**config.mk**
```make
export PLATFORM = sky130hd
export DESIGN_NAME = cache_mem_arbiter
export DESIGN_NICKNAME = d
export VERILOG_FILES = /design/src/rtl/cache_mem_arbiter.sv
export SDC_FILE = /design/constraint.sdc
export NUM_CORES = 2
export LEC_CHECK = 0
export BUFFER_PORTS_ARGS = -buffer_cell sky130_fd_sc_hd__buf_4
export CAP_MARGIN = 10
export CORE_AREA = 8 8 385 387
export CTS_CLUSTER_SIZE = 28
export DETAILED_ROUTE_END_ITERATION = 7
export DIE_AREA = 0 0 393 395
export SETUP_SLACK_MARGIN = 0.1
export SLEW_MARGIN = 20
export SYNTH_ARGS = -nofsm -noshare
export SYNTH_HDL_FRONTEND = slang
export SYNTH_SLANG_ARGS = --single-unit
```
**constraint.sdc**
```tcl
create_clock -name clk -period 3.2 [get_ports clk]
set_input_delay 0.32 -clock clk [delete_from_list [all_inputs] [get_ports clk]]
set_output_delay 0.32 -clock clk [all_outputs]
set_load 0.01 [all_outputs]
```
**src/rtl/cache_mem_arbiter.sv**
```systemverilog
// cache_mem_arbiter: round-robin icache/dcache line requests onto one 4x64b burst port (clk, rst, i_*/d_* line side, bmem_* beat side)
module cache_mem_arbiter #(
  parameter int ADDR_W = 32,
  parameter int BEAT_W = 64,
  parameter int BEATS  = 4
) (
  input  logic                      clk,
  input  logic                      rst,
  input  logic                      i_read,
  input  logic [ADDR_W-1:0]         i_addr,
  output logic [BEAT_W*BEATS-1:0]   i_rdata,
  output logic                      i_resp,
  input  logic                      d_read,
  input  logic                      d_write,
  input  logic [ADDR_W-1:0]         d_addr,
  input  logic [BEAT_W*BEATS-1:0]   d_wdata,
  output logic [BEAT_W*BEATS-1:0]   d_rdata,
  output logic                      d_resp,
  output logic [ADDR_W-1:0]         bmem_addr,
  output logic                      bmem_read,
  output logic                      bmem_write,
  output logic [BEAT_W-1:0]         bmem_wdata,
  input  logic                      bmem_ready,
  input  logic [BEAT_W-1:0]         bmem_rdata,
  input  logic                      bmem_rvalid
);
  localparam int LW = BEAT_W * BEATS;
  localparam int CW = BEATS > 1 ? $clog2(BEATS) : 1;
  localparam logic [2:0] IDLE    = 3'd0;
  localparam logic [2:0] RD_REQ  = 3'd1;
  localparam logic [2:0] RD_DATA = 3'd2;
  localparam logic [2:0] WR_DATA = 3'd3;
  localparam logic [2:0] RESP    = 3'd4;
  logic [2:0] state;
  logic [CW-1:0] cnt;
  logic last_i, gnt_d, pick_d, wr_gnt, last;
  logic [ADDR_W-1:0] a_sel;
  logic [LW-1:0] wline, line, line_nx;
  // last_i resets high so the dcache wins the first contended grant
  always_comb begin
    pick_d = (d_read | d_write) & (~i_read | last_i);
    wr_gnt = pick_d & d_write;
    a_sel = pick_d ? d_addr : i_addr;
    last = cnt == CW'(BEATS - 1);
    line_nx = line;
    line_nx[cnt*BEAT_W +: BEAT_W] = bmem_rdata;
  end
  assign bmem_wdata = wline[cnt*BEAT_W +: BEAT_W];
  always_ff @(posedge clk) begin
    if (rst) begin
      state <= IDLE;
      cnt <= '0;
      last_i <= 1'b1;
      gnt_d <= 1'b0;
      bmem_addr <= '0;
      bmem_read <= 1'b0;
      bmem_write <= 1'b0;
      wline <= '0;
      line <= '0;
      i_rdata <= '0;
      d_rdata <= '0;
      i_resp <= 1'b0;
      d_resp <= 1'b0;
    end else begin
      i_resp <= 1'b0;
      d_resp <= 1'b0;
      case (state)
        IDLE: if (i_read | d_read | d_write) begin
          gnt_d <= pick_d;
          last_i <= ~pick_d;
          bmem_addr <= a_sel & {{(ADDR_W-5){1'b1}}, 5'b0};
          wline <= d_wdata;
          cnt <= '0;
          bmem_write <= wr_gnt;
          bmem_read <= ~wr_gnt;
          state <= wr_gnt ? WR_DATA : RD_REQ;
        end
        RD_REQ: if (bmem_ready) begin
          bmem_read <= 1'b0;
          state <= RD_DATA;
        end
        RD_DATA: if (bmem_rvalid) begin
          line <= line_nx;
          cnt <= last ? '0 : cnt + 1'b1;
          if (last) begin
            state <= RESP;
            i_resp <= ~gnt_d;
            d_resp <= gnt_d;
            if (gnt_d) d_rdata <= line_nx;
            else i_rdata <= line_nx;
          end
        end
        WR_DATA: if (bmem_ready) begin
          cnt <= last ? '0 : cnt + 1'b1;
          if (last) begin
            bmem_write <= 1'b0;
            state <= RESP;
            d_resp <= 1'b1;
          end
        end
        default: state <= IDLE;
      endcase
    end
  end
endmodule
```
* Word-level counts from Yosys, hierarchy flattened
Cells that the tools add are included.
** Storage, ports and cells
- Output and inout bits :: 612
- Bits in registers :: 1062
- Input port bits :: 391
- Logic and storage cells :: 79
** Operators by class
- Equal/unequal tests :: 9
- Mux-type cells :: 26
- Reduce and logical (&&, ||, !) cells :: 13
- Shift-type cells :: 3
- Bitwise logic cells :: 13
- Add/subtract/negate cells :: 2
** Operators by type and width (number)
- 256-bit bitwise mux :: 1
- 64-bit by 34-bit variable shift with 256-bit output, first input constant :: 1
- 256-bit by 9-bit indexed part select with 64-bit output :: 1
- 64-bit by 34-bit indexed part select with 256-bit output :: 1
- 8-bit negator with 34-bit output :: 1
- 32-bit two-way mux :: 1
- 4-bit AND reduction :: 5
- 3-bit two-way mux :: 5
- 3-bit one-hot mux with 4 select lines :: 1
- 2-bit two-way mux :: 5
- 2-bit inequality test, second input constant :: 5
- 1-bit two-way mux :: 9
- 1-bit NOT :: 7
- 3-bit by 2-bit equality test with 1-bit output, second input constant :: 2
- 1-bit one-hot mux with 2 select lines :: 3
- 2-bit one-hot mux with 3 select lines :: 1
- 1-bit bitwise OR :: 4
- 2-bit AND reduction :: 2
- 2-bit nonzero test :: 2
- 4-bit OR reduction :: 1
- 3-bit by 1-bit equality test with 1-bit output, second input constant :: 1
- 3-bit logical NOT :: 1
- 3-bit AND reduction :: 1
- 3-bit nonzero test :: 1
- 3 further kinds :: 4

* Depth between registers and ports, before layout
- Depth after elaboration :: 7
- Mapped depth :: 11
- Depth with buffers taken out :: 6

* Worst setup path after synthesis
OpenSTA, ideal clock, no wires.
- Kind :: register -> register
- Start point :: reg cnt[0]
- End point :: reg d_rdata[245]
- Slack :: 0.498 ns
- Arrival time :: 2.628 ns
- Stages on the path, launching flop included :: 11
- Setup time :: 0.074 ns
- Period minus slack after synthesis :: 2.702 ns
- Buffers on the path :: 5
- Data required time :: 3.126 ns
- Cell sequence :: dfxtp_1 > buf_2 > clkbuf_1 > buf_2 > inv_1 > ha_1 > nor4bb_1 > clkbuf_1 > clkbuf_1 > a21oi_1 > nor3_2
** Between the ends
- Word-level cells in the longest chain between the ends :: 3
** RTL lines
- start, declared :: RTL line 35 : logic [CW-1:0] cnt;
- start signal, assigned :: RTL line 84 : cnt <= last ? '0 : cnt + 1'b1;
- start signal, assigned :: RTL line 94 : cnt <= last ? '0 : cnt + 1'b1;
- 8-bit negator with 34-bit output :: RTL line 46 : line_nx[cnt*BEAT_W +: BEAT_W] = bmem_rdata;
- 64-bit by 34-bit indexed part select with 256-bit output / 64-bit by 34-bit variable shift with 256-bit output (equally long branches) :: RTL line 46
- 256-bit bitwise mux :: RTL line 46
- end signal, assigned :: RTL line 89 : if (gnt_d) d_rdata <= line_nx;
- end, declared :: RTL line 17 : output logic [BEAT_W*BEATS-1:0] d_rdata,
Several ways; a longest one is shown, not always the timed one.
A chain may end at the register's enable or synchronous reset.

* Worst setup path in the final report
- Start point :: reg cnt[1]
- End point :: out bmem_wdata[52]
** Between the ends
- Word-level cells in the longest chain between the ends :: 1
** RTL lines
- 256-bit by 9-bit indexed part select with 64-bit output :: RTL line 48 : assign bmem_wdata = wline[cnt*BEAT_W +: BEAT_W];
- end, declared :: RTL line 22 : output logic [BEAT_W-1:0] bmem_wdata,
Every way passes these cells.

==> flow_metrics.tcl <==
set metrics [dict create \
    status "finished, final reports clean" \
    synthToLayoutAreaGrowth_pct 43.5 \
    cts_tree "yes" \
    r2r_end "i_rdata[193]" \
    critPathKind "flop to primary output" \
    cts_sinks 998 \
    ys_warn_count 0 \
    grt_usage_pct 21.4 \
    synth-adder-area-share_pct 0.160 \
    dr.pass1.iters 7 \
    drive_above_1_share_pct 23.6 \
    muxShareOfSynthArea_pct 3.77 \
    grt_max_degree 185 \
    layout_common_cells "nor2_1 (1092), buf_4 (1045), dfxtp_1 (996)" \
    fin_skew_ns 0.0430 \
    grt_pass1_vias 37668 \
    dpl.hpwl_um 119000 \
    hold_path_end "bmem_write" \
    dp.cells 7270 \
    ir_drop_mv 0.477 \
    final_common_cell "nor2_1" \
    cp_slowest_stage_delay_ns 0.77 \
    relSlewSlack_pct 17.7 \
    crit_required_ns 2.88 \
    synth_compound_area_share_pct 14.8 \
    ctsHtreeMaxLevel 3 \
    synth_top_area_share_pct 51.1 \
    rsz0062_at_grt "false" \
    whs_path_depth 4 \
    path_buf_inv 2 \
    synth_seq_cells 998 \
    worst_hold_slack_ns 0.101 \
    post-route-period-util_pct 92.3 \
    worstSetupStartpointType "flop" \
    initial_core_util_pct 27.5 \
    p_total_mw 31.3 \
    dpl_worst_slack_ns 0.328 \
    worstHoldPathType "primary input to flop" \
    p_leak_nw 23.0 \
    wl_per_cell_um 22.3 \
    die-area_um2 155000 \
    clock_latency_ns 0.73 \
    final_antenna_net_count 0 \
    cp.arrival_ns 2.63 \
    grt.overflow.total 0 \
    path_max_fanout 64 \
    final_max_slew_viol_count 0 \
    instances_no_fill 7867 \
    crit_top_cell "buf_4" \
    slowest_stage "buf_4" \
    regToRegStartpoint "cnt[0]" \
    nFillCells 14265 \
    die_h_um 395 \
    end_kind "primary output" \
    post_cts_buffers 0 \
    synthesis.area_um2 39100 \
    critPathTopFamily "buffers and inverters" \
    grt_pass1_wl_um 255000 \
    tightest_slew_ns 1.23 \
    setup_viol 0 \
    worstPathCellList "buf_4 > mux4_2 > buf_4" \
    clockBufferDepth 3 \
    clockRootBuffer "clkbuf_16" \
    hold_viol_final 0 \
    synth_simple_gate_area_share_pct 24.6 \
    synth_top_family_by_area "simple AND/OR/NAND/NOR gates" \
    layout_setup_ws_ns 0.246 \
    io_pins 1003 \
    drt-total-wl_um 176000 \
    cts-buffers-inserted 111 \
    tns_ns 0 \
    maxCapViolations 0 \
    fin_util_pct 39.4 \
    dr_total_vias 38709 \
    synth_edf_count 0 \
    netlist_instances 4707 \
    fin_crit_ns 2.95 \
    num_rows 139 \
    drt_iter0_markers 2824 \
    coreArea_um2 142000 \
    synth_cell_type_count 44 \
    die_w_um 393 \
    antenna_found_initial 19 \
    synthArstFlopShare_pct 0 \
    synth_top_flop_cell "dfxtp_1" \
    ys_top_cells_by_area "dfxtp_1 (51%), nor2_1 (10%), nor3_1 (6.5%)" \
    synth-xor-area-share_pct 0 \
    drc 0 \
    clock.fmax_mhz 339 \
    clk_pin_slew_ns 0.06 \
    min-delay-start "i_read" \
    rrSetupSlack_ns 0.40 \
    fin_nets 6254 \
    vias_per_cell 4.92 \
    reg2reg_depth 7 \
    placed_cell_area_um2 48300 \
    gp_congestion 0.898 \
    p_per_area_nw_per_um2 559 \
    io_buffers 987 \
    seq_area_frac_synth_pct 51.1 \
    synth_area_per_cell_um2 8.30 \
    final_area_um2 56100 \
    yosys.area.top_type "dfxtp_1" \
]
tightest hold or removal path, stage by stage:
cell	delay, ns
buf_4	0.12
nand2b_1	0.13
nand2_1	0.12
o31ai_1	0.06
power breakdown:
part	switching, mW	total, mW	internal (mW)
Sequential	0.342	13.4	13.0
Combinational	2.65	4.53	1.89
Clock	5.56	13.4	7.86
Total	8.55	31.3	22.8
cell usage after synthesis, types with 2 or more instances:
| cell type | count |
|---|---|
| mux4_2 | 64 |
| buf_1 | 31 |
| o41ai_1 | 65 |
| clkbuf_1 | 262 |
| or3_1 | 2 |
| nor2_1 | 1092 |
| a21boi_0 | 27 |
| nor3b_2 | 2 |
| a31oi_1 | 28 |
| a211oi_2 | 50 |
| nand2_1 | 516 |
| o21ai_0 | 2 |
| inv_1 | 68 |
| dfxtp_1 | 998 |
| nand2b_1 | 69 |
| nand3_1 | 4 |
| buf_4 | 36 |
| o31ai_1 | 2 |
| a22o_1 | 64 |
| a21oi_1 | 451 |
| nor3_2 | 7 |
| mux2i_1 | 2 |
| buf_2 | 94 |
| nor4bb_1 | 3 |
| a211oi_1 | 144 |
| o2bb2ai_1 | 28 |
| ha_1 | 5 |
| nor2b_1 | 64 |
| buf_6 | 6 |
| nor3_1 | 507 |
routing by layer:
layer	GRT usage [%]	routed length, um	up-vias
met2	34.3	80300	1438
met5	0	13	-
met1	26.4	71300	18673
met4	10.7	9540	2
met3	5.60	14500	358
li1	-	-	18238
logic make-up after synthesis:
family	count (synthesis)
simple gates	2272
other cells	1
fa+ha+maj	5
flops	998
mux	67
compound gates	866
buf+inv	498
cell type report:
| class | instances | area (um2) | share of cell area [%] |
|---|---|---|---|
| Antenna cell | 14 | 35.0 | 0.0625 |
| Clock buffer | 168 | 3290 | 5.87 |
| Inverter | 69 | 260 | 0.464 |
| Multi-Input combinational cell | 3215 | 17100 | 30.5 |
| Timing Repair Buffer | 1463 | 12500 | 22.2 |
| Tap cell | 1903 | 2380 | 4.25 |
| Sequential cell | 998 | 20000 | 35.6 |
| Clock inverter | 37 | 566 | 1.01 |
repair_timing:
| action | CTS | global route |
|---|---|---|
| hold endpoints to repair | 430 | 0 |
| gates resized for setup | 1 | 1 |
| cloned | 1 | 0 |
| setup endpoints to repair | 10 | 1 |
| hold buffers | 377 | 0 |
sequential cells by signal, indices dropped and copies added (netlist names), 2 cells and up:
register	cells
cnt	2
state	3
d_rdata	256
i_rdata	256
wline	256
line	192
bmem_addr	27
worst max path at each step:
stage / from / end / slack (ns) / depth (start not counted)
floorplan: cnt[0] / d_rdata[245] / 0.50 / 10
global placement: cnt[0] / i_rdata[181] / 0.35 / 7
detailed placement: cnt[0] / i_rdata[181] / 0.33 / 7
CTS: cnt[1] / bmem_wdata[52] / 0.16 / 3
global route: cnt[0] / d_rdata[190] / 0.13 / 7
finish: cnt[1] / bmem_wdata[52] / 0.25 / 3
(Power assumes the default switching activity.)
